File: src/rtl/layer_scale_ctrl_fix_pkg.sv
// +----------------------------------------------------------------------+
// | fix_pkg: shared state encoding and width helpers for the layer scaler|
// | Rev 1.0                                                              |
// +----------------------------------------------------------------------+
`default_nettype none

package fix_pkg;

    localparam int STATE_W = 3;

    typedef enum logic [STATE_W-1:0] {
        ST_IDLE  = 3'd0,
        ST_RD    = 3'd1,
        ST_FETCH = 3'd2,
        ST_WR    = 3'd3,
        ST_DONE  = 3'd4
    } state_t;

    function automatic int shamt_of(input int scale);
        return $clog2(scale);
    endfunction

    // Index ports keep at least one bit even for a single-element layer.
    function automatic int addr_w(input int n);
        return (n > 1) ? $clog2(n) : 1;
    endfunction

    function automatic int cnt_w(input int n);
        return $clog2(n + 1);
    endfunction

endpackage

`default_nettype wire

File: src/rtl/layer_scale_ctrl_fix_if.sv
// +----------------------------------------------------------------------+
// | layer_scale_ctrl_fix_if: control, read-side and write-side bundle    |
// | Rev 1.0                                                              |
// +----------------------------------------------------------------------+
`default_nettype none

interface layer_scale_ctrl_fix_if #(
    parameter int WIDTH = 16,
    parameter int N     = 10
);
    import fix_pkg::*;

    localparam int AW = addr_w(N);
    localparam int CW = cnt_w(N);

    logic                    start;
    logic                    busy;
    logic                    done;
    logic                    rd_en;
    logic [AW-1:0]           rd_addr;
    logic signed [WIDTH-1:0] rd_data;
    logic                    wr_en;
    logic                    wr_ready;
    logic [AW-1:0]           wr_addr;
    logic signed [WIDTH-1:0] wr_data;
    logic [CW-1:0]           min_cnt;

    modport master (
        input  start, rd_data, wr_ready,
        output busy, done, rd_en, rd_addr, wr_en, wr_addr, wr_data, min_cnt
    );

    modport slave (
        output start, rd_data, wr_ready,
        input  busy, done, rd_en, rd_addr, wr_en, wr_addr, wr_data, min_cnt
    );

endinterface

`default_nettype wire

File: src/rtl/layer_scale_ctrl_fix_scaler.sv
// +----------------------------------------------------------------------+
// | scaler_div_fix: signed divide by power of two, nonzero floored to |1||
// | Rev 1.0                                                              |
// +----------------------------------------------------------------------+
`default_nettype none

module scaler_div_fix
    import fix_pkg::*;
#(
    parameter int WIDTH = 16,
    parameter int SCALE = 2
) (
    input  logic signed [WIDTH-1:0] din,
    output logic signed [WIDTH-1:0] dout,
    output logic                    forced_min
);

    localparam int SHAMT = shamt_of(SCALE);

    logic             w_neg;
    logic             w_zero;
    logic [WIDTH-1:0] w_abs;
    logic [WIDTH-1:0] w_shifted;
    logic [WIDTH-1:0] w_mag;

    assign w_neg  = din[WIDTH-1];
    assign w_zero = (din == '0);
    // Most-negative input negates to itself, which reads correctly as unsigned.
    assign w_abs  = w_neg ? $unsigned(-din) : $unsigned(din);

    generate
        if (SHAMT >= WIDTH) begin : g_shift_all
            assign w_shifted = '0;
        end else begin : g_shift
            assign w_shifted = w_abs >> SHAMT;
        end
    endgenerate

    assign forced_min = !w_zero && (w_shifted == '0);
    assign w_mag      = forced_min ? WIDTH'(1) : w_shifted;
    assign dout       = w_neg ? -$signed(w_mag) : $signed(w_mag);

endmodule

`default_nettype wire

File: src/rtl/layer_scale_ctrl_fix.sv
// +----------------------------------------------------------------------+
// | layer_scale_ctrl_fix: reads N accumulators, scales, writes them out  |
// | Rev 1.0                                                              |
// +----------------------------------------------------------------------+
`default_nettype none

module layer_scale_ctrl_fix
    import fix_pkg::*;
#(
    parameter int WIDTH = 16,
    parameter int SCALE = 2,
    parameter int N     = 10
) (
    input  logic                  clk,
    input  logic                  rst_n,
    layer_scale_ctrl_fix_if.master bus
);

    localparam int            AW   = addr_w(N);
    localparam int            CW   = cnt_w(N);
    localparam logic [AW-1:0] LAST = AW'(N - 1);

    state_t                  r_state;
    state_t                  w_next;
    logic [AW-1:0]           r_idx;
    logic signed [WIDTH-1:0] r_wr_data;
    logic [CW-1:0]           r_min_cnt;

    logic signed [WIDTH-1:0] w_scaled;
    logic                    w_forced;
    logic                    w_accept;
    logic                    w_busy;
    logic                    w_done;
    logic                    w_rd_en;
    logic                    w_wr_en;

    scaler_div_fix #(
        .WIDTH (WIDTH),
        .SCALE (SCALE)
    ) u_scaler (
        .din        (bus.rd_data),
        .dout       (w_scaled),
        .forced_min (w_forced)
    );

    assign w_accept = (r_state == ST_WR) && bus.wr_ready;

    always_ff @(posedge clk) begin
        if (!rst_n) begin
            r_state <= ST_IDLE;
        end else begin
            r_state <= w_next;
        end
    end

    always_comb begin
        w_next  = r_state;
        w_busy  = 1'b1;
        w_done  = 1'b0;
        w_rd_en = 1'b0;
        w_wr_en = 1'b0;
        case (r_state)
            ST_IDLE: begin
                w_busy = 1'b0;
                if (bus.start) begin
                    w_next = ST_RD;
                end
            end
            ST_RD: begin
                w_rd_en = 1'b1;
                w_next  = ST_FETCH;
            end
            ST_FETCH: begin
                w_next = ST_WR;
            end
            ST_WR: begin
                w_wr_en = 1'b1;
                if (w_accept) begin
                    w_next = (r_idx == LAST) ? ST_DONE : ST_RD;
                end
            end
            ST_DONE: begin
                w_done = 1'b1;
                w_next = ST_IDLE;
            end
            default: begin
                w_busy = 1'b0;
                w_next = ST_IDLE;
            end
        endcase
    end

    // Index advances only on an accepted write, so wr_addr always names the element in flight.
    always_ff @(posedge clk) begin
        if (!rst_n) begin
            r_idx     <= '0;
            r_wr_data <= '0;
            r_min_cnt <= '0;
        end else begin
            if ((r_state == ST_IDLE) && bus.start) begin
                r_idx     <= '0;
                r_min_cnt <= '0;
            end
            if (r_state == ST_FETCH) begin
                r_wr_data <= w_scaled;
                if (w_forced) begin
                    r_min_cnt <= r_min_cnt + CW'(1);
                end
            end
            if (w_accept && (r_idx != LAST)) begin
                r_idx <= r_idx + AW'(1);
            end
        end
    end

    assign bus.busy    = w_busy;
    assign bus.done    = w_done;
    assign bus.rd_en   = w_rd_en;
    assign bus.rd_addr = r_idx;
    assign bus.wr_en   = w_wr_en;
    assign bus.wr_addr = r_idx;
    assign bus.wr_data = r_wr_data;
    assign bus.min_cnt = r_min_cnt;

endmodule

`default_nettype wire

File: src/flat_wrapper.sv
// flat-port wrapper written by rule: the top's interface ports become plain ports
module layer_scale_ctrl_fix_flat import fix_pkg::*;
#(
    parameter int WIDTH = 16,
    parameter int SCALE = 2,
    parameter int N     = 10
)
  (clk, rst_n, bus_start, bus_rd_data, bus_wr_ready, bus_busy, bus_done, bus_rd_en, bus_rd_addr, bus_wr_en, bus_wr_addr, bus_wr_data, bus_min_cnt);
  layer_scale_ctrl_fix_if #(.WIDTH(WIDTH), .N(N)) bus_i ();
  input  logic clk;
  input  logic rst_n;
  input wire logic [$bits(bus_i.start)-1:0] bus_start;
  input wire logic [$bits(bus_i.rd_data)-1:0] bus_rd_data;
  input wire logic [$bits(bus_i.wr_ready)-1:0] bus_wr_ready;
  output wire logic [$bits(bus_i.busy)-1:0] bus_busy;
  output wire logic [$bits(bus_i.done)-1:0] bus_done;
  output wire logic [$bits(bus_i.rd_en)-1:0] bus_rd_en;
  output wire logic [$bits(bus_i.rd_addr)-1:0] bus_rd_addr;
  output wire logic [$bits(bus_i.wr_en)-1:0] bus_wr_en;
  output wire logic [$bits(bus_i.wr_addr)-1:0] bus_wr_addr;
  output wire logic [$bits(bus_i.wr_data)-1:0] bus_wr_data;
  output wire logic [$bits(bus_i.min_cnt)-1:0] bus_min_cnt;
  assign bus_i.start = bus_start;
  assign bus_i.rd_data = bus_rd_data;
  assign bus_i.wr_ready = bus_wr_ready;
  assign bus_busy = bus_i.busy;
  assign bus_done = bus_i.done;
  assign bus_rd_en = bus_i.rd_en;
  assign bus_rd_addr = bus_i.rd_addr;
  assign bus_wr_en = bus_i.wr_en;
  assign bus_wr_addr = bus_i.wr_addr;
  assign bus_wr_data = bus_i.wr_data;
  assign bus_min_cnt = bus_i.min_cnt;
  layer_scale_ctrl_fix #(.WIDTH(WIDTH), .SCALE(SCALE), .N(N)) u_core (.clk(clk), .rst_n(rst_n), .bus(bus_i));
endmodule
File: config.mk
export PLATFORM = sky130hd
export DESIGN_NAME = layer_scale_ctrl_fix_flat
export DESIGN_NICKNAME = d
export VERILOG_FILES = /design/src/rtl/layer_scale_ctrl_fix_pkg.sv /design/src/rtl/layer_scale_ctrl_fix_if.sv /design/src/rtl/layer_scale_ctrl_fix_scaler.sv /design/src/rtl/layer_scale_ctrl_fix.sv /design/src/flat_wrapper.sv
export SDC_FILE = /design/constraint.sdc
export NUM_CORES = 1
export LEC_CHECK = 0
export BUFFER_PORTS_ARGS = -buffer_cell sky130_fd_sc_hd__clkbuf_2
export CORE_UTILIZATION = 25
export CTS_BUF_LIST = sky130_fd_sc_hd__clkbuf_4 sky130_fd_sc_hd__clkbuf_8 sky130_fd_sc_hd__clkbuf_16
export DETAILED_ROUTE_END_ITERATION = 8
export GPL_ROUTABILITY_DRIVEN = 0
export PLACE_DENSITY_LB_ADDON = 0.3
export SYNTH_ARGS = -nofsm -noshare
export SYNTH_HDL_FRONTEND = slang
export SYNTH_SLANG_ARGS = --single-unit
File: constraint.sdc
create_clock -name clk -period 5.2 [get_ports clk]
set_clock_uncertainty 0.2 [all_clocks]
set_input_delay 0.78 -clock clk [delete_from_list [all_inputs] [get_ports clk]]
set_output_delay 0.78 -clock clk [all_outputs]
set_load 0.05 [all_outputs]
# Yosys cells after proc, flatten, opt, wreduce, memory -nomap -nowiden
# Cells that the tools add are included.
# totals
regBits	27
output_inout_bits	32
# op_classes
n_addsub	4
eq_ne	8
mux	16
n_reduce_logical	11
# op_table
cell	count
$logic_not 16->1	2
$mux 16	2
$mux 4	5
$neg 15->16	1
$neg 16->16	1
$mux 15	1
$pmux 3 s4	1
$mux 3	3
$add 4x1->4 const B	2
$eq 3x2->1 const B	2
$eq 4x4->1 const B	1
$logic_and 1x1->1	4
$mux 1	4
$ne 4x4->1 const B	1
$reduce_or 4->1	1
$eq 3x1->1 const B	1
$eq 3x3->1 const B	1
$logic_not 3->1	1
$ne 2x1->1 const B	1
$ne 2x2->1 const B	1
$reduce_and 2->1	1
$reduce_bool 2->1	1
$logic_not 1->1	1

# Longest topological paths before layout
# logic_depth
word_depth	7
depth_mapped	15
depth_no_buf	14

# By module
# From an unflattened synthesis, not the netlist that was laid out.
# hier_totals
cells_unflattened	296
area_unflattened_um2	2277.2
# modules_own_cells
module	instances	cells_per_inst	area_per_inst_um2	seq_area_each_um2
layer_scale_ctrl_fix	1	149	1298.7	540.5
scaler_div_fix	1	147	978.4	0.0

# Worst setup path before layout
# OpenSTA, ideal clock, no wires.
# synth_timing
path_kind	input-to-reg
startpoint	input port bus_rd_data[1]
endpoint	register u_core.r_wr_data[12], in the netlist u_core.bus.wr_data[12]
arrival_time_ns	3.868
setup_slack_ns	1.010
stages	15
n_path_buf	1
path_cell_list	clkbuf_1 inv_1 ha_1 or3b_1 and4_1 o311ai_1 nor3_2 nand4_4 and2_1 ha_1 nand3_1 nor4_1 nand3_1 nor4b_1 a311o_1
# synth_via
elab_chain_len	7
elab_cells_between_ends	9
# synth_rtl
element	line_no	text
from (decl)	flat_wrapper.sv:13	input wire logic [$bits(bus_i.rd_data)-1:0] bus_rd_data;
$neg 16->16	layer_scale_ctrl_fix_scaler.sv:29	assign w_abs = w_neg ? $unsigned(-din) : $unsigned(din);
$mux 16	layer_scale_ctrl_fix_scaler.sv:29	
$logic_not 16->1	layer_scale_ctrl_fix_scaler.sv:39	assign forced_min = !w_zero && (w_shifted == '0);
$logic_and 1x1->1	layer_scale_ctrl_fix_scaler.sv:39	
$mux 15 (*)	layer_scale_ctrl_fix_scaler.sv:40	assign w_mag = forced_min ? WIDTH'(1) : w_shifted;
$neg 15->16	layer_scale_ctrl_fix_scaler.sv:41	assign dout = w_neg ? -$signed(w_mag) : $signed(w_mag);
$mux 16 (*)	layer_scale_ctrl_fix_scaler.sv:41	
to (signal assigned)	layer_scale_ctrl_fix.sv:105	r_wr_data <= w_scaled;
to (decl)	layer_scale_ctrl_fix.sv:26	logic signed [WIDTH-1:0] r_wr_data;
# Every way passes the cells marked *; elsewhere a longest branch is shown, timed or not.
# A chain may end at the register's enable or synchronous reset.

# Final worst setup path
# Same ends and word-level chain as after synthesis.

==> summary.txt <==
status = completed
count of max-cap constraint violations = 0
number of distinct library cell variants in the gate-level netlist after synthesis = 59
worst setup slack before clock tree synthesis = 0.5412 ns
Post-synth top flop = dfxtp_1
R2R depth = 5
number of iterations in the first detailed-routing pass = 4
Post-Syn Area = 0.002155 sq mm
fraction of the mapped netlist area in compound gates = 21.25%
WHS = 0.2600 ns
setup slack of the worst register-to-register path = 2.94 ns
number of fill cells = 907
Rel. slew slack = 55.56%
Synth Area in XOR/XNOR = 7.724%
Sink Count = 27
# hold bufs at CTS = 0
RSZ-0062 raised after global routing = false
leakage power of the design = 0.9586 nW
final worst path period need = 4.385 ns
# diodes = 0
register bit count reported by yosys = 27
Critical Path End = u_core.bus.wr_data[12]$_SDFFE_PN0P_
f_max = 228.1 MHz
count of standard-cell rows = 33
Vert. Die Dim = 94.84 microns
Detail Placement HPWL = 4.357 mm
cell count after placement = 408
Max Transition Viols Final = 0
number of hold violations in the final report = 0
final standard cell count with taps included and fillers excluded = 412
die area = 0.008994 sq mm
synthesized netlist net count = 300
Placeable Area = 0.008258 sq mm
Resized cells post-CTS = 0
CP Data Required Time = 5.17 ns
final net count = 333
final period utilization = 84.32%
number of antenna violations at the first check in global routing = 0
Worst EP arrival = 4.35 ns
Die W = 94.84 microns
residual overflow from global routing = 0
worst-margin pin slew = 0.6650 ns
final worst setup slack = 0.8155 ns
first element of the critical path = bus_rd_data[1]
TritonCTS clock tree = done
proportion of synthesized flip-flops having asynchronous set or reset = 0%
largest fanout on the critical path = 10
total global routing track utilization = 13.08%
area fraction in and, or, nand and nor cells after synthesis = 32.75%
Fin Setup TNS = 0 ns
detailed-route wire length per cell = 13.91 microns
port bufs = 51
maximum level of the CTS H-tree = 1
Clock Path Buffers = 2
Vias = 2148
Clock Latency Late Sink = 0.27 ns
cells after synthesis = 275
Post-CTS Setup Bufs = 0
Mapped Avg Cell Area = 7.835 sq um
CP Launch Type = primary input
number of placed I/O pins = 52
core utilization of the finished layout = 29.98%
startpoint of the worst hold path = u_core.bus.wr_data[9]$_SDFFE_PN0P_
reg-to-reg startpoint = u_core.r_state[1]$_SDFFE_PN0P_
IR Drop Worst-Case VDD = 0.08633 mV
number of DRC markers in iteration 0 = 135
destination of the worst register-to-register timing path = u_core.bus.wr_data[12]$_SDFFE_PN0P_
clock transition at the registers of the reported paths = 0.09 ns
Inserted Clock Buffers = 3
vias in the first global route = 1920
number of synthesis warnings = 0
Setup CP Type = primary input to flip-flop
Power Dens Cells = 210.2 mW/mm^2
layout cells sized above 1 = 21.82%
drt total wl = 5.730 mm
antenna violation net count after detailed routing = 0
per-cell via count in the routed design = 5.214
initial standard-cell utilization of the core = 26.09%
final number of setup-violating endpoints = 0
design area = 0.002476 sq mm
kind of path behind the tightest hold check = flip-flop to flip-flop
Adder-Cell Fraction of Synth Area = 2.904%
Placement Cell Area = 0.002427 sq mm
wire length of the first global-routing pass = 9.404 mm
largest family of logic cells by synthesized area = simple AND/OR/NAND/NOR gates
capturing element type of the critical path = flip-flop
sequential element share of the synthesized area = 25.09%
clock tree root driver cell = clkbuf_8
PnR Total Power = 0.5206 mW
largest net degree at the start of global routing = 31
number of synthesized flops with an enable pin = 0
post-detailed-route DRC marker count = 0
mux share of post-synthesis cell area = 3.252%
synthesis-to-layout area growth = 14.92%
-- cells by family (layout without fill, tap and decap cells) --
kind of cell / after synthesis / after routing
xor+xnor: 19 / 19
fa+ha+maj: 5 / 5
simple gates: 124 / 124
mux: 7 / 7
flops: 27 / 27
compound gates: 61 / 61
buf+inv: 32 / 64
-- power by group --
part / internal [mW] / switching (mW)
logic: 0.0477 / 0.120
clock network: 0.0602 / 0.0675
registers: 0.218 / 0.00727
-- area by class of cell --
type / instances / area [sq um] / area share (%)
repair buffers: 52 / 262.8 / 10.61
inverters: 8 / 30.03 / 1.213
clock buffers: 4 / 48.80 / 1.971
well taps: 105 / 131.4 / 5.306
flip-flops and latches: 27 / 540.5 / 21.83
multi-input cells: 216 / 1463 / 59.07
-- layer usage --
layer / GRT usage, % / wire length [microns] / part of all wire [%]
met4: 3.409 / 45 / 0.79
met3: 1.691 / 304 / 5.3
met2: 20.32 / 2530 / 44
met5: 0 / 0 / 0
met1: 18.82 / 2850 / 50
-- cell usage in the layout (no fill, tap or decap), types with 4 or more instances in the layout --
master / Yosys / routed
clkbuf_2: 0 / 51
dfxtp_1: 27 / 27
nand2_1: 25 / 25
nand3_1: 19 / 19
nor2_1: 15 / 15
xnor2_1: 13 / 13
nor3_1: 12 / 12
a21oi_1: 12 / 12
inv_1: 8 / 8
and2_1: 8 / 8
o31ai_1: 7 / 7
mux2i_1: 7 / 7
nor4_1: 6 / 6
xor2_1: 6 / 6
o21ai_0: 6 / 6
nor2b_1: 5 / 5
ha_1: 5 / 5
or3_1: 4 / 4
a211oi_1: 4 / 4
or4_1: 4 / 4
-- cell usage after synthesis (2+ instances only) --
master / instances / share of area (%)
buf_6: 2 / 1.0
mux2i_1: 7 / 3.3
buf_4: 4 / 1.4
o31ai_1: 7 / 2.4
o21ai_1: 3 / 0.70
dfxtp_1: 27 / 25
o21a_1: 2 / 0.70
a31o_2: 2 / 0.81
and3_1: 3 / 0.87
and2_1: 8 / 2.3
o211ai_1: 2 / 0.70
clkbuf_1: 17 / 3.0
xor2_1: 6 / 2.4
nand4_1: 3 / 0.87
a21oi_1: 12 / 2.8
nor2_1: 15 / 2.6
or2_2: 2 / 0.58
inv_1: 8 / 1.4
a21boi_0: 2 / 0.70
a311o_1: 3 / 1.4
ha_1: 5 / 2.9
or4_1: 4 / 1.4
a211oi_1: 4 / 1.4
nor3_1: 12 / 2.8
nor4_1: 6 / 1.7
xnor2_1: 13 / 5.3
nand2_1: 25 / 4.4
a31oi_1: 2 / 0.58
nor4b_1: 3 / 1.2
nor2b_1: 5 / 1.5
and4_1: 3 / 1.2
a41oi_1: 2 / 0.81
o21ai_0: 6 / 1.4
nand3_1: 19 / 4.4
or3_1: 4 / 1.2
nand2b_1: 3 / 0.87
o2111ai_1: 2 / 0.81
-- flip-flops by register name, indices dropped and copies added (netlist names) --
register,flops
u_core.bus.min_cnt,4
u_core.r_state,3
u_core.bus.rd_addr,4
u_core.bus.wr_data,16
-- critical path, stage by stage --
cell and delay [ns]:
clkbuf_2 0.16, inv_1 0.09, ha_1 0.28, or3b_1 0.43, and4_1 0.22, o311ai_1 0.52
nor3_2 0.14, nand4_4 0.15, and2_1 0.17, ha_1 0.17, nand3_1 0.14, nor4_1 0.47
nand3_1 0.16, nor4b_1 0.18, a311o_1 0.29
-- worst min path at each step --
| stage | endpoint | slack, ns | cells past startpoint |
|---|---|---|---|
| 6_report | u_core.bus.wr_data[9]$_SDFFE_PN0P_ | 0.26 | 2 |
| 5_1_grt | u_core.bus.wr_data[9]$_SDFFE_PN0P_ | 0.29 | 2 |
| 4_1_cts | u_core.bus.wr_data[9]$_SDFFE_PN0P_ | 0.26 | 2 |
| 3_5_place_dp | u_core.bus.wr_data[9]$_SDFFE_PN0P_ | 0.25 | 2 |
| 3_3_place_gp | u_core.bus.wr_data[9]$_SDFFE_PN0P_ | 0.24 | 2 |
| 2_1_floorplan | u_core.r_state[0]$_SDFFE_PN0P_ | 0.31 | 2 |
No activity file was read; power rests on OpenSTA's default activity.
